**src/rtl/multicycle_control_if.sv**
```systemverilog
// Control-unit bus: fetched instruction, memory handshake, flag/halt inputs,
// and the datapath control outputs, including the retired-instruction counter.
interface multicycle_control_if #(
  parameter int unsigned IW   = 32,
  parameter int unsigned ALUW = 4,
  parameter int unsigned CNTW = 16
) ();
  logic [IW-1:0]   instruction;
  logic            mem_ready;
  logic            Eq;
  logic            halt;
  logic            M1;
  logic            M2;
  logic            M3;
  logic            M4;
  logic            M5;
  logic            M6;
  logic            M7;
  logic [ALUW-1:0] ALU;
  logic            Wr_en;
  logic            ir_en;
  logic            pc_en;
  logic            flag_en;
  logic            mem_rd;
  logic            mem_wr;
  logic [CNTW-1:0] retired;
  logic            illegal;

  // Control unit side
  modport slave (
    input  instruction, mem_ready, Eq, halt,
    output M1, M2, M3, M4, M5, M6, M7, ALU, Wr_en, ir_en, pc_en, flag_en,
           mem_rd, mem_wr, retired, illegal
  );

  // Datapath / memory side
  modport master (
    output instruction, mem_ready, Eq, halt,
    input  M1, M2, M3, M4, M5, M6, M7, ALU, Wr_en, ir_en, pc_en, flag_en,
           mem_rd, mem_wr, retired, illegal
  );
endinterface

```
**src/rtl/multicycle_control.sv**
```systemverilog
// Multi-cycle control unit for the pierogi CPU.
// Sequences FETCH / DECODE / EXEC / MEM / WB, waits on mem_ready, counts
// retired instructions.
// Optional: define MULTICYCLE_CONTROL_ILLEGAL_TRAP_EN to park in TRAP with a
// sticky illegal flag on opcodes C-F; otherwise they behave as a NOP.
// Control outputs are decoded from state + registered opcode and forced to 0
// while rst_n is low, so no strobe can fire after reset is asserted.
module multicycle_control #(
  parameter int unsigned IW   = 32,
  parameter int unsigned OPW  = 4,
  parameter int unsigned ALUW = 4,
  parameter int unsigned CNTW = 16
) (
  input  logic                 clk,
  input  logic                 rst_n,
  multicycle_control_if.slave  ctl
);

  localparam logic [OPW-1:0] OP_AND = OPW'(4'h0);
  localparam logic [OPW-1:0] OP_OR  = OPW'(4'h1);
  localparam logic [OPW-1:0] OP_XOR = OPW'(4'h2);
  localparam logic [OPW-1:0] OP_NOT = OPW'(4'h3);
  localparam logic [OPW-1:0] OP_ADD = OPW'(4'h4);
  localparam logic [OPW-1:0] OP_SUB = OPW'(4'h5);
  localparam logic [OPW-1:0] OP_CMP = OPW'(4'h6);
  localparam logic [OPW-1:0] OP_J   = OPW'(4'h7);
  localparam logic [OPW-1:0] OP_BEQ = OPW'(4'h8);
  localparam logic [OPW-1:0] OP_BNE = OPW'(4'h9);
  localparam logic [OPW-1:0] OP_LW  = OPW'(4'hA);
  localparam logic [OPW-1:0] OP_SW  = OPW'(4'hB);

  typedef enum logic [2:0] {
    S_FETCH  = 3'd0,
    S_DECODE = 3'd1,
    S_EXEC   = 3'd2,
    S_MEM    = 3'd3,
    S_WB     = 3'd4,
    S_TRAP   = 3'd5
  } state_t;

  state_t          r_state;
  state_t          w_state_nxt;
  logic [OPW-1:0]  r_op;
  logic [CNTW-1:0] r_retired;

  logic [OPW-1:0]  w_op;
  logic            w_unused_bits;
  logic            w_rtype;
  logic            w_illegal_op;
  logic [ALUW-1:0] w_alu_code;

  logic            w_m1, w_m2, w_m3, w_m4, w_m5, w_m6, w_m7;
  logic [ALUW-1:0] w_alu;
  logic            w_wr_en, w_ir_en, w_pc_en, w_flag_en;
  logic            w_mem_rd, w_mem_wr, w_retire;

  assign w_op          = ctl.instruction[IW-1:IW-OPW];
  assign w_unused_bits = ^ctl.instruction[IW-OPW-1:0];
  assign w_rtype       = (r_op <= OP_SUB);
  assign w_illegal_op  = (r_op > OP_SW);
  // Opcodes 0-6 select their own ALU op; the rest compute addresses with ADD
  assign w_alu_code    = (r_op <= OP_CMP) ? ALUW'(r_op) : ALUW'(OP_ADD);

  // State register
  always_ff @(posedge clk or negedge rst_n) begin
    if (!rst_n) r_state <= S_FETCH;
    else        r_state <= w_state_nxt;
  end

  // Instruction register (opcode field only is needed for sequencing)
  always_ff @(posedge clk or negedge rst_n) begin
    if (!rst_n)       r_op <= '0;
    else if (w_ir_en) r_op <= w_op;
  end

  // Retired-instruction counter, wraps naturally
  always_ff @(posedge clk or negedge rst_n) begin
    if (!rst_n)        r_retired <= '0;
    else if (w_retire) r_retired <= r_retired + CNTW'(1);
  end

  // Next-state logic
  always_comb begin
    w_state_nxt = r_state;
    case (r_state)
      S_FETCH: begin
        if (!ctl.halt && ctl.mem_ready) w_state_nxt = S_DECODE;
      end
      S_DECODE: begin
        if (w_illegal_op) begin
`ifdef MULTICYCLE_CONTROL_ILLEGAL_TRAP_EN
          w_state_nxt = S_TRAP;
`else
          w_state_nxt = S_FETCH;
`endif
        end else begin
          w_state_nxt = S_EXEC;
        end
      end
      S_EXEC: begin
        if (w_rtype)                            w_state_nxt = S_WB;
        else if (r_op == OP_LW || r_op == OP_SW) w_state_nxt = S_MEM;
        else                                    w_state_nxt = S_FETCH;
      end
      S_MEM: begin
        if (ctl.mem_ready) w_state_nxt = (r_op == OP_LW) ? S_WB : S_FETCH;
      end
      S_WB:    w_state_nxt = S_FETCH;
      S_TRAP:  w_state_nxt = S_TRAP;
      default: w_state_nxt = S_FETCH;
    endcase
  end

  // Output decode from state + registered opcode (mem_ready/Eq qualify strobes)
  always_comb begin
    w_m1      = 1'b0;
    w_m2      = 1'b0;
    w_m3      = 1'b0;
    w_m4      = 1'b0;
    w_m5      = 1'b0;
    w_m6      = 1'b0;
    w_m7      = 1'b0;
    w_alu     = '0;
    w_wr_en   = 1'b0;
    w_ir_en   = 1'b0;
    w_pc_en   = 1'b0;
    w_flag_en = 1'b0;
    w_mem_rd  = 1'b0;
    w_mem_wr  = 1'b0;
    w_retire  = 1'b0;
    if (rst_n) begin
      case (r_state)
        S_FETCH: begin
          if (!ctl.halt) begin
            w_mem_rd = 1'b1;
            if (ctl.mem_ready) begin
              w_ir_en = 1'b1;
              w_pc_en = 1'b1;
            end
          end
        end
        S_EXEC: begin
          w_alu = w_alu_code;
          case (r_op)
            OP_AND, OP_OR, OP_XOR, OP_NOT, OP_ADD, OP_SUB: w_m2 = 1'b0;
            OP_CMP: begin
              w_flag_en = 1'b1;
              w_retire  = 1'b1;
            end
            OP_J: begin
              w_pc_en  = 1'b1;
              w_m1     = 1'b1;
              w_m7     = 1'b1;
              w_retire = 1'b1;
            end
            OP_BEQ, OP_BNE: begin
              w_pc_en  = (r_op == OP_BEQ) ? ctl.Eq : !ctl.Eq;
              w_m1     = 1'b1;
              w_m6     = 1'b1;
              w_retire = 1'b1;
            end
            OP_LW, OP_SW: begin
              w_m2 = 1'b1;
              w_m6 = 1'b1;
            end
            default: w_alu = '0;
          endcase
        end
        S_MEM: begin
          w_m4  = 1'b1;
          w_alu = w_alu_code;
          if (r_op == OP_LW) begin
            w_mem_rd = 1'b1;
          end else begin
            w_m5     = 1'b1;
            w_mem_wr = 1'b1;
            w_retire = ctl.mem_ready;
          end
        end
        S_WB: begin
          w_wr_en  = 1'b1;
          w_m3     = (r_op == OP_LW);
          w_alu    = w_alu_code;
          w_retire = 1'b1;
        end
        default: w_alu = '0;
      endcase
    end
  end

`ifdef MULTICYCLE_CONTROL_ILLEGAL_TRAP_EN
  logic r_illegal;

  // Sticky illegal-opcode flag, cleared only by reset
  always_ff @(posedge clk or negedge rst_n) begin
    if (!rst_n)                                   r_illegal <= 1'b0;
    else if (r_state == S_DECODE && w_illegal_op) r_illegal <= 1'b1;
  end

  assign ctl.illegal = r_illegal;
`else
  assign ctl.illegal = 1'b0;
`endif

  assign ctl.M1      = w_m1;
  assign ctl.M2      = w_m2;
  assign ctl.M3      = w_m3;
  assign ctl.M4      = w_m4;
  assign ctl.M5      = w_m5;
  assign ctl.M6      = w_m6;
  assign ctl.M7      = w_m7;
  assign ctl.ALU     = w_alu;
  assign ctl.Wr_en   = w_wr_en;
  assign ctl.ir_en   = w_ir_en;
  assign ctl.pc_en   = w_pc_en;
  assign ctl.flag_en = w_flag_en;
  assign ctl.mem_rd  = w_mem_rd;
  assign ctl.mem_wr  = w_mem_wr;
  assign ctl.retired = r_retired;

endmodule

```
**src/flat_wrapper.sv**
```systemverilog
// flat-port wrapper written by rule: the top's interface ports become plain ports
module multicycle_control_flat 
#(
  parameter int unsigned IW   = 32,
  parameter int unsigned OPW  = 4,
  parameter int unsigned ALUW = 4,
  parameter int unsigned CNTW = 16
)
  (clk, rst_n, ctl_instruction, ctl_mem_ready, ctl_Eq, ctl_halt, ctl_M1, ctl_M2, ctl_M3, ctl_M4, ctl_M5, ctl_M6, ctl_M7, ctl_ALU, ctl_Wr_en, ctl_ir_en, ctl_pc_en, ctl_flag_en, ctl_mem_rd, ctl_mem_wr, ctl_retired, ctl_illegal);
  multicycle_control_if #(.IW(IW), .ALUW(ALUW), .CNTW(CNTW)) ctl_i ();
  input  logic clk;
  input  logic rst_n;
  input wire logic [$bits(ctl_i.instruction)-1:0] ctl_instruction;
  input wire logic [$bits(ctl_i.mem_ready)-1:0] ctl_mem_ready;
  input wire logic [$bits(ctl_i.Eq)-1:0] ctl_Eq;
  input wire logic [$bits(ctl_i.halt)-1:0] ctl_halt;
  output wire logic [$bits(ctl_i.M1)-1:0] ctl_M1;
  output wire logic [$bits(ctl_i.M2)-1:0] ctl_M2;
  output wire logic [$bits(ctl_i.M3)-1:0] ctl_M3;
  output wire logic [$bits(ctl_i.M4)-1:0] ctl_M4;
  output wire logic [$bits(ctl_i.M5)-1:0] ctl_M5;
  output wire logic [$bits(ctl_i.M6)-1:0] ctl_M6;
  output wire logic [$bits(ctl_i.M7)-1:0] ctl_M7;
  output wire logic [$bits(ctl_i.ALU)-1:0] ctl_ALU;
  output wire logic [$bits(ctl_i.Wr_en)-1:0] ctl_Wr_en;
  output wire logic [$bits(ctl_i.ir_en)-1:0] ctl_ir_en;
  output wire logic [$bits(ctl_i.pc_en)-1:0] ctl_pc_en;
  output wire logic [$bits(ctl_i.flag_en)-1:0] ctl_flag_en;
  output wire logic [$bits(ctl_i.mem_rd)-1:0] ctl_mem_rd;
  output wire logic [$bits(ctl_i.mem_wr)-1:0] ctl_mem_wr;
  output wire logic [$bits(ctl_i.retired)-1:0] ctl_retired;
  output wire logic [$bits(ctl_i.illegal)-1:0] ctl_illegal;
  assign ctl_i.instruction = ctl_instruction;
  assign ctl_i.mem_ready = ctl_mem_ready;
  assign ctl_i.Eq = ctl_Eq;
  assign ctl_i.halt = ctl_halt;
  assign ctl_M1 = ctl_i.M1;
  assign ctl_M2 = ctl_i.M2;
  assign ctl_M3 = ctl_i.M3;
  assign ctl_M4 = ctl_i.M4;
  assign ctl_M5 = ctl_i.M5;
  assign ctl_M6 = ctl_i.M6;
  assign ctl_M7 = ctl_i.M7;
  assign ctl_ALU = ctl_i.ALU;
  assign ctl_Wr_en = ctl_i.Wr_en;
  assign ctl_ir_en = ctl_i.ir_en;
  assign ctl_pc_en = ctl_i.pc_en;
  assign ctl_flag_en = ctl_i.flag_en;
  assign ctl_mem_rd = ctl_i.mem_rd;
  assign ctl_mem_wr = ctl_i.mem_wr;
  assign ctl_retired = ctl_i.retired;
  assign ctl_illegal = ctl_i.illegal;
  multicycle_control #(.IW(IW), .OPW(OPW), .ALUW(ALUW), .CNTW(CNTW)) u_core (.clk(clk), .rst_n(rst_n), .ctl(ctl_i));
endmodule
```
**config.mk**
```make
export PLATFORM = sky130hd
export DESIGN_NAME = multicycle_control_flat
export DESIGN_NICKNAME = d
export VERILOG_FILES = /design/src/rtl/multicycle_control_if.sv /design/src/rtl/multicycle_control.sv /design/src/flat_wrapper.sv
export SDC_FILE = /design/constraint.sdc
export NUM_CORES = 1
export LEC_CHECK = 0
export ABC_AREA = 1
export CORE_ASPECT_RATIO = 1.1
export CORE_MARGIN = 2
export CORE_UTILIZATION = 38
export CTS_CLUSTER_SIZE = 16
export DETAILED_ROUTE_END_ITERATION = 12
export GPL_TIMING_DRIVEN = 0
export PLACE_DENSITY_LB_ADDON = 0.1
export SYNTH_ARGS = -nofsm -noshare
export SYNTH_HDL_FRONTEND = slang
export SYNTH_SLANG_ARGS = --single-unit
```
**constraint.sdc**
```tcl
create_clock -name clk -period 1.53 [get_ports clk]
set_input_delay 0.153 -clock clk [delete_from_list [all_inputs] [get_ports clk]]
set_output_delay 0.153 -clock clk [all_outputs]
set_load 0.02 [all_outputs]
```
; ---- Word-level counts from Yosys, hierarchy flattened
; Index checks and enable logic that the tools add are counted.
[totals]
ff_bits = 23
inputBits = 37
output_inout_bits = 34
word_cells = 90
[op_classes]
add_sub_neg = 1
n_lt_le_gt_ge = 3
n_eq_ne = 18
mux = 51
reduce_logical = 14
[op_table]
columns = op, count
row1 = 1-bit two-way mux, 36
row2 = "16-bit by 1-bit adder with 16-bit output, second input constant", 1
row3 = "4-bit by 3-bit == test with 1-bit output, second input constant", 4
row4 = "4-bit == test, second input constant", 4
row5 = 3-bit one-hot mux with 5 select lines, 1
row6 = 3-bit two-way mux, 4
row7 = 4-bit two-way mux, 3
row8 = 12-bit OR reduction, 1
row9 = "4-bit by 2-bit == test with 1-bit output, second input constant", 2
row10 = "4-bit by 3-bit less-or-equal comparator with 1-bit output, second input constant", 2
row11 = 4-bit one-hot mux with 2 select lines, 1
row12 = 4-bit OR reduction, 2
row13 = "3-bit by 2-bit == test with 1-bit output, second input constant", 2
row14 = "3-bit == test, second input constant", 2
row15 = 1-bit one-hot mux with 2 select lines, 3
row16 = 2-bit OR reduction, 3
row17 = "4-bit by 1-bit == test with 1-bit output, second input constant", 1
row18 = "4-bit > comparator, second input constant", 1
row19 = 4-bit logical NOT, 1
row20 = 2-bit two-way mux, 2
row21 = "3-bit by 1-bit == test with 1-bit output, second input constant", 1
row22 = 3-bit logical NOT, 1
row23 = 1-bit one-hot mux with 3 select lines, 1
row24 = 3-bit OR reduction, 1
row25 = other kinds (6), 7

; ---- Logic depth before layout (Yosys ltp)
[depth]
word_depth = 5
mapped_depth = 10
depth_no_buf = 9

; ---- Worst setup path after synthesis
; Ideal clock, no wire load.
[synth_path]
kind = reg-to-output
from = reg u_core.r_state[1]
to = out ctl_pc_en
arrival_ns = 1.428
required_ns = 1.377
path_slack_ns = -0.051
stages_incl_launch_ff = 5
n_path_buf = 0
path_cell_list = dfrtp_1 -> nor2_1 -> nand2_1 -> nor3_2 -> a21o_1
[synth_between]
elab_chain_cells = 3
[synth_rtl]
columns = element, line_no
row1 = "start, declared", multicycle_control.sv:41  ; state_t r_state;
row2 = "start signal, assigned", multicycle_control.sv:67  ; else r_state <= w_state_nxt;
row3 = 3-bit by 2-bit == test with 1-bit output or 3-bit logical NOT (tied branches), multicycle_control.sv:132  ; case (r_state)
row4 = 1-bit one-hot mux with 2 select lines (*), multicycle_control.sv:132
row5 = 1-bit two-way mux (*), multicycle_control.sv:131  ; if (rst_n) begin
row6 = "end, declared", flat_wrapper.sv:27  ; output wire logic [$bits(ctl_i.pc_en)-1:0] ctl_pc_en;
; Mark *: on every way between the ends. The rest lies on a longest branch, timed or not.

; ---- Worst setup path in the final report
[layout_path]
from = reg u_core.r_op[2]
to = out ctl_pc_en
[layout_between]
elab_chain_cells = 5
[layout_rtl]
columns = element, line_no
row1 = "start, declared", multicycle_control.sv:43  ; logic [OPW-1:0] r_op;
row2 = "start signal, assigned", multicycle_control.sv:73  ; else if (w_ir_en) r_op <= w_op;
row3 = 4-bit == test (on tied branches), "multicycle_control.sv:144, multicycle_control.sv:157"
row4 = 1-bit two-way mux or 2-bit OR reduction (tied branches), --
row5 = 1-bit one-hot mux with 2 select lines (*), multicycle_control.sv:144  ; case (r_op)
row6 = 1-bit one-hot mux with 2 select lines (*), multicycle_control.sv:132
row7 = 1-bit two-way mux (*), multicycle_control.sv:131
; Marked as above.

==> impl_metrics.env <==
export IMPL_dp_hpwl_mm=2.92
export IMPL_cap_violations=0
export IMPL_rr_endpoint="u_core.ctl.retired[6]"
export IMPL_cp_depth=6
export IMPL_fin_ws_ns=-0.147
export IMPL_pin_count=71
export IMPL_path_buf_inv=2
export IMPL_grt_pass1_wl_mm=6.87
export IMPL_drc_errors=0
export IMPL_cp_endpoint="ctl_pc_en"
export IMPL_worstSetupPathType="reg2out"
export IMPL_cts_tree="yes"
export IMPL_tns_ns=-0.605
export IMPL_cp_max_fo=4
export IMPL_avgViaCountPerCell=4.80
export IMPL_drv_slew=0
export IMPL_fp_dieArea_um2=4730
export IMPL_syn_area_per_cell_um2=6.59
export IMPL_failed_checks="setup timing"
export IMPL_syn_inst=242
export IMPL_grt_start_max_net_pins=24
export IMPL_clk_latency_ns=0.26
export IMPL_cp_arrival_ns=1.52
export IMPL_synthToLayoutAreaGrowth_pct=51.3
export IMPL_setup_violations=9
export IMPL_wl_mm=4.26
export IMPL_ys_ff_latch=23
export IMPL_ant_nets=0
export IMPL_placeableCoreArea_um2=3990
export IMPL_period_minus_slack_ns=1.68
export IMPL_power_total_mw=2.78
export IMPL_syn_area_um2=1600
export IMPL_rows=24
export IMPL_final_common_cell="nand2_1"
export IMPL_ff2ff_path_depth=10
export IMPL_antenna_found_initial=0
export IMPL_pwr_density_cell_nw_per_um2=1150
export IMPL_cts_sinks=23
export IMPL_portBuffers=40
export IMPL_routabilityCongestion=0.911
export IMPL_fillCellCount=376
export IMPL_firstDrtPassIters=4
export IMPL_ys_warn_count=0
export IMPL_cts_root_buf="clkbuf_8"
export IMPL_slowest_stage="dfrtp_2"
export IMPL_finClkSkew_ns=0.00497
export IMPL_grt_setup_unrepaired="true"
export IMPL_drt_initial_drc_count=60
export IMPL_hold_path_class="in2reg"
export IMPL_hold_violations=0
export IMPL_crit_family="flip-flops"
export IMPL_h_tree_depth=1
export IMPL_dp_slack_ns=-1.61
export IMPL_drive_gt1_share_pct=29.1
export IMPL_start_util_pct=39.9
export IMPL_startpoint_type="flip-flop"
export IMPL_grt_usage_pct=18.5
export IMPL_grt_pass1_vias=1601
export IMPL_leakagePower_nw=1.35
export IMPL_n_antenna_cell=0
export IMPL_regToRegSetupSlack_ns=0.06
export IMPL_gr_total_overflow=0
export IMPL_cts_buffers=3
export IMPL_die_width_um=65.8
export IMPL_startpoint="u_core.r_op[2]"
export IMPL_cp_end_kind="primary output"
export IMPL_peakVddDrop_uv=600
export IMPL_crit_chain="nand2_1, inv_2, nand3_1, a21oi_4, a21o_1, buf_6"
export IMPL_wire_per_inst_um=11.8
export IMPL_whs_ns=0.234
export IMPL_clock_fmax_ghz=0.596
export IMPL_final_cell_mix="nand2_1 (79), buf_4 (31), nor2_1 (29)"
export IMPL_max_stage_delay_ns=0.43
export IMPL_r2r_start="u_core.r_state[0]"
export IMPL_fin_util_pct=60.4
export IMPL_min_period_over_period_pct=110
export IMPL_die_h_um=72.0
export IMPL_clkSlewWorstSetupHoldPaths_ns=0.09
export IMPL_nets=348
export IMPL_clock_path_buffers=2
export IMPL_vias=1734
export IMPL_cp_required_ns=1.38
export IMPL_synth_cell_type_count=26
export IMPL_yosysSeqAreaShare_pct=36.1
export IMPL_outcome="complete, but fails checks"
worst min-delay path by stage:
stage,slack [ns],cells after the start,start,end
6_report,0.23,4,rst_n,u_core.ctl.retired[14]
2_1_floorplan,-0.14,0,rst_n,u_core.ctl.retired[0]
3_3_place_gp,0.52,2,u_core.ctl.retired[15],u_core.ctl.retired[15]
4_1_cts,0.24,4,rst_n,u_core.ctl.retired[15]
3_5_place_dp,0.52,2,u_core.ctl.retired[1],u_core.ctl.retired[1]
5_1_grt,0.26,4,rst_n,u_core.ctl.retired[14]
report_power, final:
| part | internal [mW] | switching (mW) |
|---|---|---|
| Combinational | 0.649 | 0.844 |
| Sequential | 0.734 | 0.167 |
| Clock | 0.186 | 0.200 |
| Total | 1.57 | 1.21 |
layer usage:
| layer | vias to the layer above | track usage [%] | wire length (µm) | part of all wire [%] |
|---|---|---|---|---|
| met2 | 47 | 32.8 | 2130 | 50 |
| met5 | - | 0 | 0 | 0 |
| met3 | 10 | 2.33 | 172 | 4.0 |
| met1 | 779 | 22.8 | 1860 | 44 |
| met4 | 0 | 6.94 | 91 | 2.1 |
| li1 | 898 | - | - | - |
worst min-delay path, cell delays in order:
cell and delay (ns):
buf_4 0.14, nand2_4 0.08, nand2_1 0.06, nand2_1 0.04
repair_timing:
item | 4_1_cts | 5_1_grt
pin swaps | 1 | 4
hold buffers | 2 | 0
hold endpoints to repair | 23 | 0
endpoints found under the setup margin | 37 | 41
resized for setup | 87 | 50
buffers inserted | 12 | 8
area by class of cell:
class | instances | area [µm²] | area share, %
Multi-Input combinational cell | 189 | 1000 | 41.5
Sequential cell | 23 | 582 | 24.1
Timing Repair Buffer | 62 | 572 | 23.7
Inverter | 24 | 92.6 | 3.84
Tap cell | 52 | 65.1 | 2.70
Buffer | 7 | 55.1 | 2.28
Clock buffer | 4 | 45.0 | 1.87
per-stage QoR:
step,cells,cell area (µm²)
3_3_place_gp,335,2070
3_5_place_dp,335,2070
2_1_floorplan,243,1610
4_1_cts,353,2220
5_1_grt,361,2410
6_report,361,2410
cell families (layout without fill, tap and decap cells):
kind of cell               after synthesis  after routing  share of synthesized area, %
and+or+nand+nor                        165            165                          45.1
DFF                                     23             23                          36.1
AOI/OAI and AO/OA                       13             13                          4.55
buffers and inverters                   31             97                          8.86
xor gates and xnor gates                 8              8                          4.39
other                                    1              2                         0.235
adders and majority gates                1              1                         0.784
registers in the layout, summed over array words and instances (netlist names):
register,flops
u_core.r_state,3
u_core.r_op,4
u_core.ctl.retired,16
cells in the mapped netlist:
cell type	instances	area share, %
nand3_4	1	1.1
dfrtp_1	23	36
xor2_1	3	1.6
o31ai_1	1	0.47
a21oi_1	1	0.31
buf_4	4	1.9
nor3_1	4	1.3
conb_1	1	0.24
nand3_2	2	1.3
nor2_2	1	0.39
o21ai_0	9	2.8
nand2_4	1	0.71
xnor2_1	5	2.7
a211oi_1	1	0.47
a21o_1	1	0.47
nor3_2	1	0.63
ha_1	1	0.78
nand2_2	2	0.78
nand4_1	6	2.4
buf_6	1	0.71
nor2_1	36	8.5
nand3_1	26	8.2
inv_1	18	4.2
buf_2	2	0.63
inv_2	6	1.4
nand2_1	85	20
No activity file was read; power rests on OpenSTA's default activity.
